--- src/rtl/i3c_pkg.sv ---
// Shared definitions for the recovery-mode command executor:
// executor state encoding and the supported-command response-length table.
package i3c_pkg;

  typedef enum logic [2:0] {
    ST_IDLE,
    ST_WR_DRAIN,
    ST_RD_REQ,
    ST_RD_WAIT,
    ST_TX_LEN_L,
    ST_TX_LEN_H,
    ST_TX_DATA,
    ST_DONE
  } exec_state_e;

  // Response byte length per command code; 0 marks an unsupported command.
  function automatic logic [7:0] resp_len(input logic [7:0] cmd);
    logic [7:0] len;
    case (cmd)
      8'h26:   len = 8'd8;
      8'h8B:   len = 8'd2;
      8'h8C:   len = 8'd3;
      8'h8D:   len = 8'd6;
      8'h8E:   len = 8'd1;
      8'h8F:   len = 8'd1;
      8'h90:   len = 8'd2;
      default: len = 8'd0;
    endcase
    return len;
  endfunction

endpackage

--- src/rtl/recovery_executor.sv ---
// Recovery-mode command executor: drains write payloads into a register
// window and streams length-prefixed read responses byte by byte.
module recovery_executor
  import i3c_pkg::*;
#(
  parameter int unsigned MaxWords = 64
) (
  input  logic                         clk_i,
  input  logic                         rst_i,
  input  logic                         enable_i,
  input  logic                         cmd_valid_i,
  input  logic                         cmd_is_rd_i,
  input  logic [7:0]                   cmd_cmd_i,
  input  logic [15:0]                  cmd_len_i,
  input  logic                         cmd_error_i,
  output logic                         cmd_done_o,
  input  logic                         rx_valid_i,
  output logic                         rx_ready_o,
  input  logic [31:0]                  rx_data_i,
  output logic                         reg_wr_o,
  output logic                         reg_rd_o,
  output logic [7:0]                   reg_cmd_o,
  output logic [$clog2(MaxWords)-1:0]  reg_idx_o,
  output logic [31:0]                  reg_wdata_o,
  input  logic [31:0]                  reg_rdata_i,
  output logic                         tx_valid_o,
  input  logic                         tx_ready_i,
  output logic [7:0]                   tx_data_o,
  output logic                         tx_last_o,
  output logic [7:0]                   pec_err_cnt_o,
  output logic [7:0]                   unsup_cnt_o
);

  localparam int unsigned IdxW = $clog2(MaxWords);
  localparam logic [15:0] MaxIdx = 16'(MaxWords);

  exec_state_e state_q, state_d;
  logic [14:0] words_q, words_d;
  logic [15:0] idx_q, idx_d;
  logic        wr_en_q, wr_en_d;
  logic [7:0]  cmd_q, cmd_d;
  logic [7:0]  rem_q, rem_d;
  logic [1:0]  bsel_q, bsel_d;
  logic [31:0] rdata_q, rdata_d;
  logic [7:0]  pec_q, pec_d;
  logic [7:0]  unsup_q, unsup_d;

  logic [7:0]  new_len;
  logic [16:0] len_plus3;

  assign new_len   = resp_len(cmd_cmd_i);
  assign len_plus3 = {1'b0, cmd_len_i} + 17'd3;

  always_comb begin
    state_d     = state_q;
    words_d     = words_q;
    idx_d       = idx_q;
    wr_en_d     = wr_en_q;
    cmd_d       = cmd_q;
    rem_d       = rem_q;
    bsel_d      = bsel_q;
    rdata_d     = rdata_q;
    pec_d       = pec_q;
    unsup_d     = unsup_q;
    cmd_done_o  = 1'b0;
    rx_ready_o  = 1'b0;
    reg_wr_o    = 1'b0;
    reg_rd_o    = 1'b0;
    reg_wdata_o = '0;
    tx_valid_o  = 1'b0;
    tx_data_o   = '0;
    tx_last_o   = 1'b0;

    case (state_q)
      ST_IDLE: begin
        if (cmd_valid_i) begin
          cmd_d  = cmd_cmd_i;
          idx_d  = '0;
          bsel_d = '0;
          // PEC error takes precedence: such a command is never counted as unsupported.
          if (cmd_error_i) begin
            pec_d = (pec_q == 8'hFF) ? pec_q : pec_q + 8'd1;
          end else if (new_len == 8'd0) begin
            unsup_d = (unsup_q == 8'hFF) ? unsup_q : unsup_q + 8'd1;
          end
          if (!cmd_is_rd_i) begin
            words_d = len_plus3[16:2];
            wr_en_d = !cmd_error_i && (new_len != 8'd0);
            state_d = (len_plus3[16:2] == 15'd0) ? ST_DONE : ST_WR_DRAIN;
          end else begin
            rem_d   = new_len;
            state_d = (cmd_error_i || new_len == 8'd0) ? ST_DONE : ST_TX_LEN_L;
          end
        end
      end
      ST_WR_DRAIN: begin
        rx_ready_o  = 1'b1;
        reg_wdata_o = rx_data_i;
        if (rx_valid_i) begin
          reg_wr_o = wr_en_q && (idx_q < MaxIdx);
          idx_d    = idx_q + 16'd1;
          words_d  = words_q - 15'd1;
          if (words_q == 15'd1) state_d = ST_DONE;
        end
      end
      ST_TX_LEN_L: begin
        tx_valid_o = 1'b1;
        tx_data_o  = rem_q;
        if (tx_ready_i) state_d = ST_TX_LEN_H;
      end
      ST_TX_LEN_H: begin
        tx_valid_o = 1'b1;
        if (tx_ready_i) state_d = ST_RD_REQ;
      end
      ST_RD_REQ: begin
        reg_rd_o = 1'b1;
        state_d  = ST_RD_WAIT;
      end
      ST_RD_WAIT: begin
        rdata_d = reg_rdata_i;
        bsel_d  = '0;
        state_d = ST_TX_DATA;
      end
      ST_TX_DATA: begin
        tx_valid_o = 1'b1;
        tx_data_o  = rdata_q[{bsel_q, 3'b000} +: 8];
        tx_last_o  = (rem_q == 8'd1);
        if (tx_ready_i) begin
          rem_d  = rem_q - 8'd1;
          bsel_d = bsel_q + 2'd1;
          if (rem_q == 8'd1) begin
            state_d = ST_DONE;
          end else if (bsel_q == 2'd3) begin
            idx_d   = idx_q + 16'd1;
            state_d = ST_RD_REQ;
          end
        end
      end
      ST_DONE: begin
        cmd_done_o = 1'b1;
        state_d    = ST_IDLE;
      end
      default: state_d = ST_IDLE;
    endcase

    // Disable overrides everything above while keeping the counters untouched.
    if (!enable_i) begin
      state_d     = ST_IDLE;
      pec_d       = pec_q;
      unsup_d     = unsup_q;
      cmd_done_o  = 1'b0;
      rx_ready_o  = 1'b0;
      reg_wr_o    = 1'b0;
      reg_rd_o    = 1'b0;
      reg_wdata_o = '0;
      tx_valid_o  = 1'b0;
      tx_data_o   = '0;
      tx_last_o   = 1'b0;
    end
  end

  always_ff @(posedge clk_i) begin
    if (rst_i) begin
      state_q <= ST_IDLE;
      words_q <= '0;
      idx_q   <= '0;
      wr_en_q <= 1'b0;
      cmd_q   <= '0;
      rem_q   <= '0;
      bsel_q  <= '0;
      rdata_q <= '0;
      pec_q   <= '0;
      unsup_q <= '0;
    end else begin
      state_q <= state_d;
      words_q <= words_d;
      idx_q   <= idx_d;
      wr_en_q <= wr_en_d;
      cmd_q   <= cmd_d;
      rem_q   <= rem_d;
      bsel_q  <= bsel_d;
      rdata_q <= rdata_d;
      pec_q   <= pec_d;
      unsup_q <= unsup_d;
    end
  end

  assign reg_cmd_o     = cmd_q;
  assign reg_idx_o     = idx_q[IdxW-1:0];
  assign pec_err_cnt_o = pec_q;
  assign unsup_cnt_o   = unsup_q;

endmodule

--- config.mk ---
export PLATFORM = sky130hd
export DESIGN_NAME = recovery_executor
export DESIGN_NICKNAME = d
export VERILOG_FILES = /design/src/rtl/i3c_pkg.sv /design/src/rtl/recovery_executor.sv
export SDC_FILE = /design/constraint.sdc
export NUM_CORES = 1
export LEC_CHECK = 0
export BUFFER_PORTS_ARGS = -buffer_cell sky130_fd_sc_hd__buf_4
export CAP_MARGIN = 20
export CORE_MARGIN = 4
export CORE_UTILIZATION = 30
export DETAILED_ROUTE_END_ITERATION = 10
export GPL_TIMING_DRIVEN = 0
export PLACE_DENSITY = 0.47
export SLEW_MARGIN = 20
export SYNTH_ARGS = -nofsm -noshare
export SYNTH_HDL_FRONTEND = slang
export SYNTH_SLANG_ARGS = --single-unit
--- constraint.sdc ---
create_clock -name clk_i -period 6.06 [get_ports clk_i]
set_clock_uncertainty 0.15 [all_clocks]
set_input_delay 0.303 -clock clk_i [delete_from_list [all_inputs] [get_ports clk_i]]
set_output_delay 0.303 -clock clk_i [all_outputs]
set_load 0.01 [all_outputs]
==> results of run 1 <==
[metrics by stage]
step	setup slack (ns)	total power [µW]	hold slack, ns
2_1_floorplan	4.053	868.8	0.2767
3_5_place_dp	3.549	999.7	0.2949
5_1_grt	2.965	1671	0.03953
3_3_place_gp	3.512	996.4	0.2909
6_report	3.197	1592	0.05001
4_1_cts	3.151	1609	0.03569
[cell type report]
type / count / area, µm²
clock inverter: 4 / 53.80
tap: 234 / 292.8
timing repair buffer: 171 / 1284
multi-input combinational: 574 / 3445
clock buffer: 12 / 256.5
inverter: 14 / 52.55
fill: 1978 / 11120
sequential: 101 / 2022
buffer: 53 / 240.2
[state kept, by name (all words and copies together), names as in the netlist]
| signal | flops |
|---|---|
| bsel_q | 2 |
| state_q | 3 |
| rdata_q | 32 |
| unsup_cnt_o | 8 |
| rem_q | 8 |
| idx_q | 16 |
| pec_err_cnt_o | 8 |
| reg_cmd_o | 8 |
| wr_en_q | 1 |
| words_q | 15 |
[cell usage after synthesis (all sizes together), types with 9 or more instances]
cell	number	area share, %
inv	14	0.91
and3	44	4.8
a21oi	80	7.0
nor4	15	1.6
xor2	24	3.6
nor3	16	1.4
nand2	110	7.2
clkbuf	39	2.5
xnor2	9	1.4
dfxtp	101	35
nand4	16	1.7
buf	14	1.6
or4	9	1.2
mux2i	11	1.9
o21ai	32	2.8
nand3	32	2.8
nor2	64	4.2
[cell families (layout without fill, tap and decap cells)]
group,Yosys count,count (layout)
flip-flops,101,101
AND/OR/NAND/NOR,351,351
adder cells (fa/ha/maj),8,8
buffers and inverters,67,254
multiplexers,19,19
XOR/XNOR,33,33
AO/OA/AOI/OAI,163,163
[final timing paths]
check,start,endpoint,slack (ns)
min reg2reg,rdata_q[25],rdata_q[25],0.30
max reg2reg,state_q[2],words_q[13],3.62
min,reg_rdata_i[22],rdata_q[22],0.05
max,state_q[0],reg_wr_o,3.20
[power breakdown]
group / leakage [µW] / internal, µW / switching [µW]
sequential: 0.000818 / 683 / 19.2
clock: 0.000145 / 345 / 260
combinational: 0.00209 / 121 / 164
total: 0.00305 / 1150 / 443
[worst min-delay path: stages]
cell     delay [ns]
buf_4          0.11
nand2_1        0.05
a21oi_1        0.05
[metal layers]
metal / vias up / GRT usage, % / wire [µm]
li1: 3042 / - / -
met1: 2782 / 24.15 / 8893
met2: 193 / 29.27 / 9258
met3: 10 / 4.624 / 1123
met4: 0 / 3.575 / 188
met5: - / 0 / 0
==> results_dict.tcl, run 1 <==
set metrics [dict create \
    status "completed" \
    dpl_cell_area_um2 7336 \
    rsz0062_at_grt "false" \
    synth_adder_area_share_pct 1.738 \
    cpPeakStageDelay_ns 0.41 \
    initial_core_util_pct 30.69 \
    syn-cell-area_um2 5759 \
    crit_cells 7 \
    wirelength_um 19460 \
    period_minus_slack_ns 2.863 \
    fin_nets 1028 \
    cts-resized-gates 0 \
    mostFrequentLayoutCells "buf_4 (178), nand2_1 (110), dfxtp_1 (101)" \
    cts_tree "yes" \
    drtAntennaViolNets 0 \
    syn_inst 742 \
    r2r_cells 6 \
    ys_ff_latch 101 \
    synthDistinctLibCells 60 \
    fp.dieH_um 146.6 \
    hold_path_class "in -> reg" \
    worst-endpoint-required_ns 5.61 \
    grt_pass1_wl_um 31370 \
    drtIter0Drc 225 \
    grt_max_degree 17 \
    avgSynthCellArea_um2 7.762 \
    grt_pass1_vias 5960 \
    dieArea_um2 21480 \
    critPathBufInv 4 \
    worst-slew-pin-transition_ns 0.8544 \
    cts_buffers 9 \
    final.setup.tns_ns 0 \
    cts_buffer_depth 2 \
    crit_family "buffers and inverters" \
    final_common_cell "buf_4" \
    cp_slowest_cell "clkbuf_1" \
    grt.total_usage_pct 17.94 \
    synthXorXnorAreaFrac_pct 5.018 \
    antenna_found_initial 0 \
    crit_type "reg -> out" \
    hold_viol 0 \
    layout.cells.non_filler 1163 \
    slew_headroom_pct 42.52 \
    crit_arrival_ns 2.41 \
    synth-warning-count 0 \
    muxShareOfSynthArea_pct 5.040 \
    finalSetupViolCount 0 \
    power.density_nw_per_um2 208.2 \
    end_kind "output port" \
    p_leak_uw 0.003052 \
    via_per_inst 5.182 \
    maxCapViolCount 0 \
    htree_levels 3 \
    port-buffer-count 171 \
    core_um2 18770 \
    fin_crit_sh_pct 47.24 \
    synth-compound-area-share_pct 16.86 \
    async_reset_ff_share_pct 0 \
    synth-simple-area-share_pct 31.15 \
    cts_root_buffer "clkbuf_16" \
    postCtsSetupBuffers 0 \
    vias 6027 \
    area_delta_synth_final_pct 32.76 \
    routedWlPerCell_um 16.73 \
    chipWidth_um 146.6 \
    peakVddDrop_uv 121.3 \
    synth_edf_count 0 \
    dp_hpwl_um 15210 \
    utilization_pct 40.74 \
    drcViolationCount 0 \
    cp_cell_sequence "buf_4 > clkbuf_1 > nand2_1 > clkbuf_1 > nor2_1 > and4_1 > buf_4" \
    ys_seq_area_share_pct 35.11 \
    dp.cells 1147 \
    path_clk_slew_ns 0.07 \
    finalInstanceArea_um2 7646 \
    synth_nets 846 \
    holdPathStages 3 \
    drive_above_1_share_pct 23.04 \
    gp_congestion 0.8518 \
    cts_sinks 101 \
    synth_top_family_by_area "simple AND/OR/NAND/NOR gates" \
    rows 50 \
    num_io_pins 172 \
    worst_setup_path_start_kind "flip-flop" \
    ctsHoldBuffers 0 \
    insertion_delay_ns 0.35 \
    first_pass_iters 4 \
    synth_top_flop_cell "dfxtp_1" \
    overflow 0 \
    max_freq_mhz 349.3 \
    worstPathMaxFanout 10 \
    antenna_cells 0 \
    final_max_slew_viol_count 0 \
]
(Power assumes the default switching activity.)
==> inputs of run 2 (changes only) <==
- PLACE_DENSITY: 0.47 -> 0.49
- clock period: 6.06 -> 2.6 ns (I/O delays scaled with it)
==> run 2 against run 1 <==
Non-clock buffer count rose by 50. Critical path depth fell by 2. Clock power rose by 140%. Critical endpoint is now tx_data_o[4]. Worst hold slack got worse by 0.011 ns. Worst setup slack got worse by 3.0 ns. First-iteration DRC count rose by 41%. Count of clock-buffer cells in the layout fell by 3. Via count rose by 2.7%. Register-to-register slack got worse by 3.4 ns.
==> results_dict.tcl, run 2 (synthesis gave the netlist of run 1 again) <==
set metrics [dict create \
    drtIter0Drc 318 \
    end_kind "output port" \
    fin_nets 1078 \
    p_leak_uw 0.003287 \
    area_delta_synth_final_pct 41.76 \
    crit_type "reg -> out" \
    worst-endpoint-required_ns 2.32 \
    worst_setup_path_start_kind "flip-flop" \
    drive_above_1_share_pct 22.98 \
    dieArea_um2 21480 \
    path_clk_slew_ns 0.07 \
    gp_congestion 0.8946 \
    crit_arrival_ns 2.11 \
    finalSetupViolCount 0 \
    chipWidth_um 146.6 \
    cts_buffers 9 \
    num_io_pins 172 \
    drcViolationCount 0 \
    cts_buffer_depth 2 \
    final_max_slew_viol_count 0 \
    peakVddDrop_uv 322.7 \
    wirelength_um 19850 \
    slew_headroom_pct 50.21 \
    mostFrequentLayoutCells "buf_4 (180), nand2_1 (110), dfxtp_1 (101)" \
    fin_crit_sh_pct 91.80 \
    vias 6191 \
    power.density_nw_per_um2 465.5 \
    antenna_found_initial 0 \
    grt_max_degree 19 \
    hold_slack_ns 0.03942 \
    port-buffer-count 171 \
    dp_hpwl_um 14780 \
    largestRegisters "rdata_q: 32 flops, idx_q: 16 flops, words_q: 15 flops" \
    power_uw 3801 \
    rsz0062_at_grt "false" \
    hold_path_class "in -> reg" \
    routedWlPerCell_um 16.36 \
    grt.total_usage_pct 18.05 \
    grt_pass1_wl_um 31720 \
    final.setup.tns_ns 0 \
    cts_tree "yes" \
    fp.dieH_um 146.6 \
    cts_root_buffer "clkbuf_16" \
    worstPathMaxFanout 10 \
    status "completed" \
    final_common_cell "buf_4" \
    max_freq_mhz 419.0 \
    rows 50 \
    drtAntennaViolNets 0 \
    cts_sinks 101 \
    hold_viol 0 \
    via_per_inst 5.104 \
    finalInstanceArea_um2 8164 \
    maxCapViolCount 0 \
    overflow 0 \
    period_minus_slack_ns 2.387 \
    dpl_cell_area_um2 7336 \
    first_pass_iters 5 \
    grt_pass1_vias 5955 \
    initial_core_util_pct 30.69 \
    insertion_delay_ns 0.36 \
    core_um2 18770 \
    regMostFlops "rdata_q" \
    largest_reg_flops 32 \
    antenna_cells 0 \
    worst-slew-pin-transition_ns 0.7401 \
    htree_levels 3 \
]
## run 2: power breakdown
part           internal (µW)  switching, µW
registers               1590           46.9
logic                    331            392
clock network            760            679
## run 2: final timing paths
path	startpoint	endpoint	slack [ns]	cells after the start
min	tx_ready_i	state_q[1]	0.04	5
max reg2reg	state_q[2]	words_q[13]	0.27	6
min reg2reg	rdata_q[4]	rdata_q[4]	0.31	2
max	state_q[2]	tx_data_o[4]	0.21	5
## run 2: area by class of cell
type,count,area (µm²)
Multi-Input combinational cell,574,3462
Sequential cell,101,2022
Tap cell,234,292.8
Clock buffer,9,225.2
Buffer,53,249.0
Timing Repair Buffer,221,1779
Inverter,14,52.55
Fill cell,1945,10600
Clock inverter,7,81.33
## run 2: routing by layer
metal  GRT usage [%]  up-vias  routed length, µm
li1                -     3148                  -
met1           24.51     2865               9421
met4           4.280        0                246
met2           29.20      159               9232
met5               0        -                  0
met3           4.159       19                949
## run 2: per-stage QoR
stage | util, % | setup slack, ns | std cells
after floorplan | - | 0.6623 | 742
after global placement | 39.09 | 0.06500 | 1147
after detailed placement | 39.09 | 0.1164 | 1147
after CTS | 43.33 | 0.01124 | 1211
after global routing | 43.50 | 0.001439 | 1213
final | 43.50 | 0.2132 | 1213
## run 2: critical path, stage by stage, from the launching register on
cell	delay, ns
dfxtp_1	0.39
buf_2	0.28
clkbuf_2	0.29
nand3_1	0.31
nor2_1	0.31
buf_4	0.17
## run 2: repair_timing
item / 4_1_cts / 5_1_grt
hold buffers: 48 / 0
resized for setup: 3 / 12
setup buffers: 0 / 2
pin swaps: 0 / 1
endpoints found under the setup margin: 7 / 17
endpoints found under the hold margin: 49 / 0
==> inputs of run 3 (changes only) <==
- ABC_AREA: not set -> 1
- CORE_UTILIZATION: 30 -> 48
- PLACE_DENSITY: 0.49 -> 0.84
==> run 3 against run 2 <==
Critical path depth is 4 higher. Highest routed layer unchanged. Count of clock-buffer cells in the layout rose by 2. Sequential share of layout area is 0.16 points lower. Die area shrank 33%. First-iteration DRC count rose by 99%. Power up 13%. Combinational power rose by 73%. Synthesized area up 4.8%. Wire length is 4.4% lower. Register-to-register slack improved by 0.15 ns.
==> results_dict.tcl, run 3 <==
set metrics [dict create \
    status "completed" \
    period_minus_slack_ns 2.462 \
    fin_crit_sh_pct 94.70 \
    finalInstanceArea_um2 8218 \
    reg2reg_setup_slack_ns 0.42 \
    crit_arrival_ns 2.18 \
    port-buffer-count 170 \
    initial_core_util_pct 49.64 \
    cts_sinks 101 \
    synth-compound-area-share_pct 16.68 \
    postCtsSetupBuffers 0 \
    ys_seq_area_share_pct 33.49 \
    dp_hpwl_um 13850 \
    synthDistinctLibCells 45 \
    core_um2 12160 \
    r2r_start "state_q[1]" \
    power.density_nw_per_um2 521.2 \
    cts_buffers 9 \
    synth_edf_count 0 \
    insertion_delay_ns 0.34 \
    fillers 1056 \
    drtIter0Drc 634 \
    rsz0062_at_grt "false" \
    cts_root_buffer "clkbuf_16" \
    routedWlPerCell_um 14.00 \
    ys_ff_latch 101 \
    worstHoldEndpoint "state_q[1]" \
    fin_nets 1287 \
    r2r-end "wr_en_q" \
    place_ws_ns 0.4618 \
    synth_top_family_by_area "simple AND/OR/NAND/NOR gates" \
    path_clk_slew_ns 0.07 \
    mostFrequentLayoutCells "nor2_1 (214), nand2_1 (193), buf_4 (176)" \
    hp-start "cmd_error_i" \
    num_io_pins 172 \
    worst-slew-pin-transition_ns 0.6503 \
    synth_top_flop_cell "dfxtp_1" \
    async_reset_ff_share_pct 0 \
    peakVddDrop_uv 352.7 \
    grt_max_degree 17 \
    max_freq_mhz 406.2 \
    fp.dieH_um 120.1 \
    synth_top_cell_area_share_pct 33.49 \
    gp_congestion 0.9131 \
    finalSetupViolCount 0 \
    syn_inst 961 \
    seq_area_um2 2022 \
    synth-warning-count 0 \
    syn-cell-area_um2 6037 \
    avgSynthCellArea_um2 6.282 \
    area_delta_synth_final_pct 36.12 \
    drive_above_1_share_pct 19.38 \
    worstPathMaxFanout 10 \
    worst_setup_path_start_kind "flip-flop" \
    largestRegisters "rdata_q: 32 flops, idx_q: 16 flops, words_q: 15 flops" \
    dieArea_um2 14430 \
    hold_viol 0 \
    fin_ws_ns 0.1379 \
    muxShareOfSynthArea_pct 0 \
    overflow 0 \
    largest_reg_flops 32 \
    synth_nets 1065 \
    end_kind "output port" \
    drtAntennaViolNets 0 \
    final_max_slew_viol_count 0 \
    hold_path_class "in -> reg" \
    dpl_cell_area_um2 7523 \
    ys_top_cells_by_count "nor2_1 (214), nand2_1 (193), dfxtp_1 (101)" \
    p_leak_uw 0.003784 \
    grt_pass1_vias 6391 \
    rows 40 \
    synth_adder_area_share_pct 1.658 \
    synthXorXnorAreaFrac_pct 2.321 \
    drcViolationCount 0 \
    r2r_cells 8 \
    yosysMostFrequentCell "nor2_1" \
    via_per_inst 5.228 \
    synth-simple-area-share_pct 36.77 \
    hold_slack_ns 0.05828 \
    regMostFlops "rdata_q" \
    cts_buffer_depth 2 \
    final.setup.tns_ns 0 \
    worst-endpoint-required_ns 2.32 \
    grt_pass1_wl_um 30090 \
    grt.total_usage_pct 25.15 \
    crit_type "reg -> out" \
    chipWidth_um 120.1 \
    synthTopCellsByArea "dfxtp_1 (33%), nor2_1 (13%), nand2_1 (12%)" \
    cts_tree "yes" \
    multi_input_area_um2 3467 \
    power_uw 4283 \
    vias 7084 \
    maxCapViolCount 0 \
    slew_headroom_pct 56.65 \
    holdPathStages 5 \
    synth_area_leader_cell "dfxtp_1" \
    htree_levels 3 \
    first_pass_iters 5 \
    antenna_found_initial 0 \
    antenna_cells 0 \
    wirelength_um 18970 \
    final_common_cell "nor2_1" \
]
==> run 3: power breakdown <==
| part | leakage [µW] | internal [µW] | total (µW) | switching [µW] |
|---|---|---|---|---|
| registers | 0.000820 | 1650 | 1750 | 97.4 |
| logic | 0.00283 | 502 | 1250 | 752 |
| clock network | 0.000137 | 680 | 1280 | 598 |
==> run 3: cell families after synthesis <==
family                   after synthesis
XOR/XNOR                              16
AO/OA/AOI/OAI                        180
flip-flops                           101
adder cells (fa/ha/maj)                8
buffers and inverters                135
AND/OR/NAND/NOR                      521
==> run 3: final cells by class <==
cell class              count  share of cell area, %
plain buffers              44                  2.527
clock buffers              11                  2.954
clock inverters             4                 0.4111
inverters                  90                  4.111
multi-input cells         725                  42.19
flip-flops and latches    101                  24.60
well taps                 168                  2.558
repair buffers            212                  20.65
==> run 3: repair_timing <==
action,4_1_cts,5_1_grt
endpoints found under the hold margin,42,0
setup endpoints to repair,0,8
hold buffers,42,0
gates resized for setup,0,2
==> run 3: per-stage QoR <==
step,instances,util (%)
after global routing,1355,67.57
after global placement,1299,61.86
after floorplan,961,-
after detailed placement,1299,61.86
final,1355,67.57
after CTS,1356,67.59
==> run 3: critical path, cell delays in order (launching register included) <==
cell and delay, ns:
dfxtp_1 0.30, buf_2 0.16, nor2_1 0.13, nand2_1 0.12
inv_1 0.20, buf_2 0.32, buf_2 0.26, nand2_1 0.07
nor2_1 0.13, buf_4 0.14
==> run 3: worst max path at each step <==
stage	startpoint	cells after the start	endpoint
after global routing	state_q[2]	9	reg_wdata_o[13]
after CTS	state_q[1]	9	tx_data_o[3]
after detailed placement	state_q[1]	9	tx_data_o[3]
final	state_q[2]	9	reg_wdata_o[23]
after floorplan	pec_err_cnt_o[0]	10	pec_err_cnt_o[7]
after global placement	state_q[1]	9	tx_data_o[3]
==> run 3: metal layers <==
metal	up-vias	track usage, %	wire length [µm]
met5	-	0	0
met3	24	3.959	1033
met4	0	6.084	283
met1	3263	32.38	8270
met2	221	44.01	9382
li1	3576	-	-
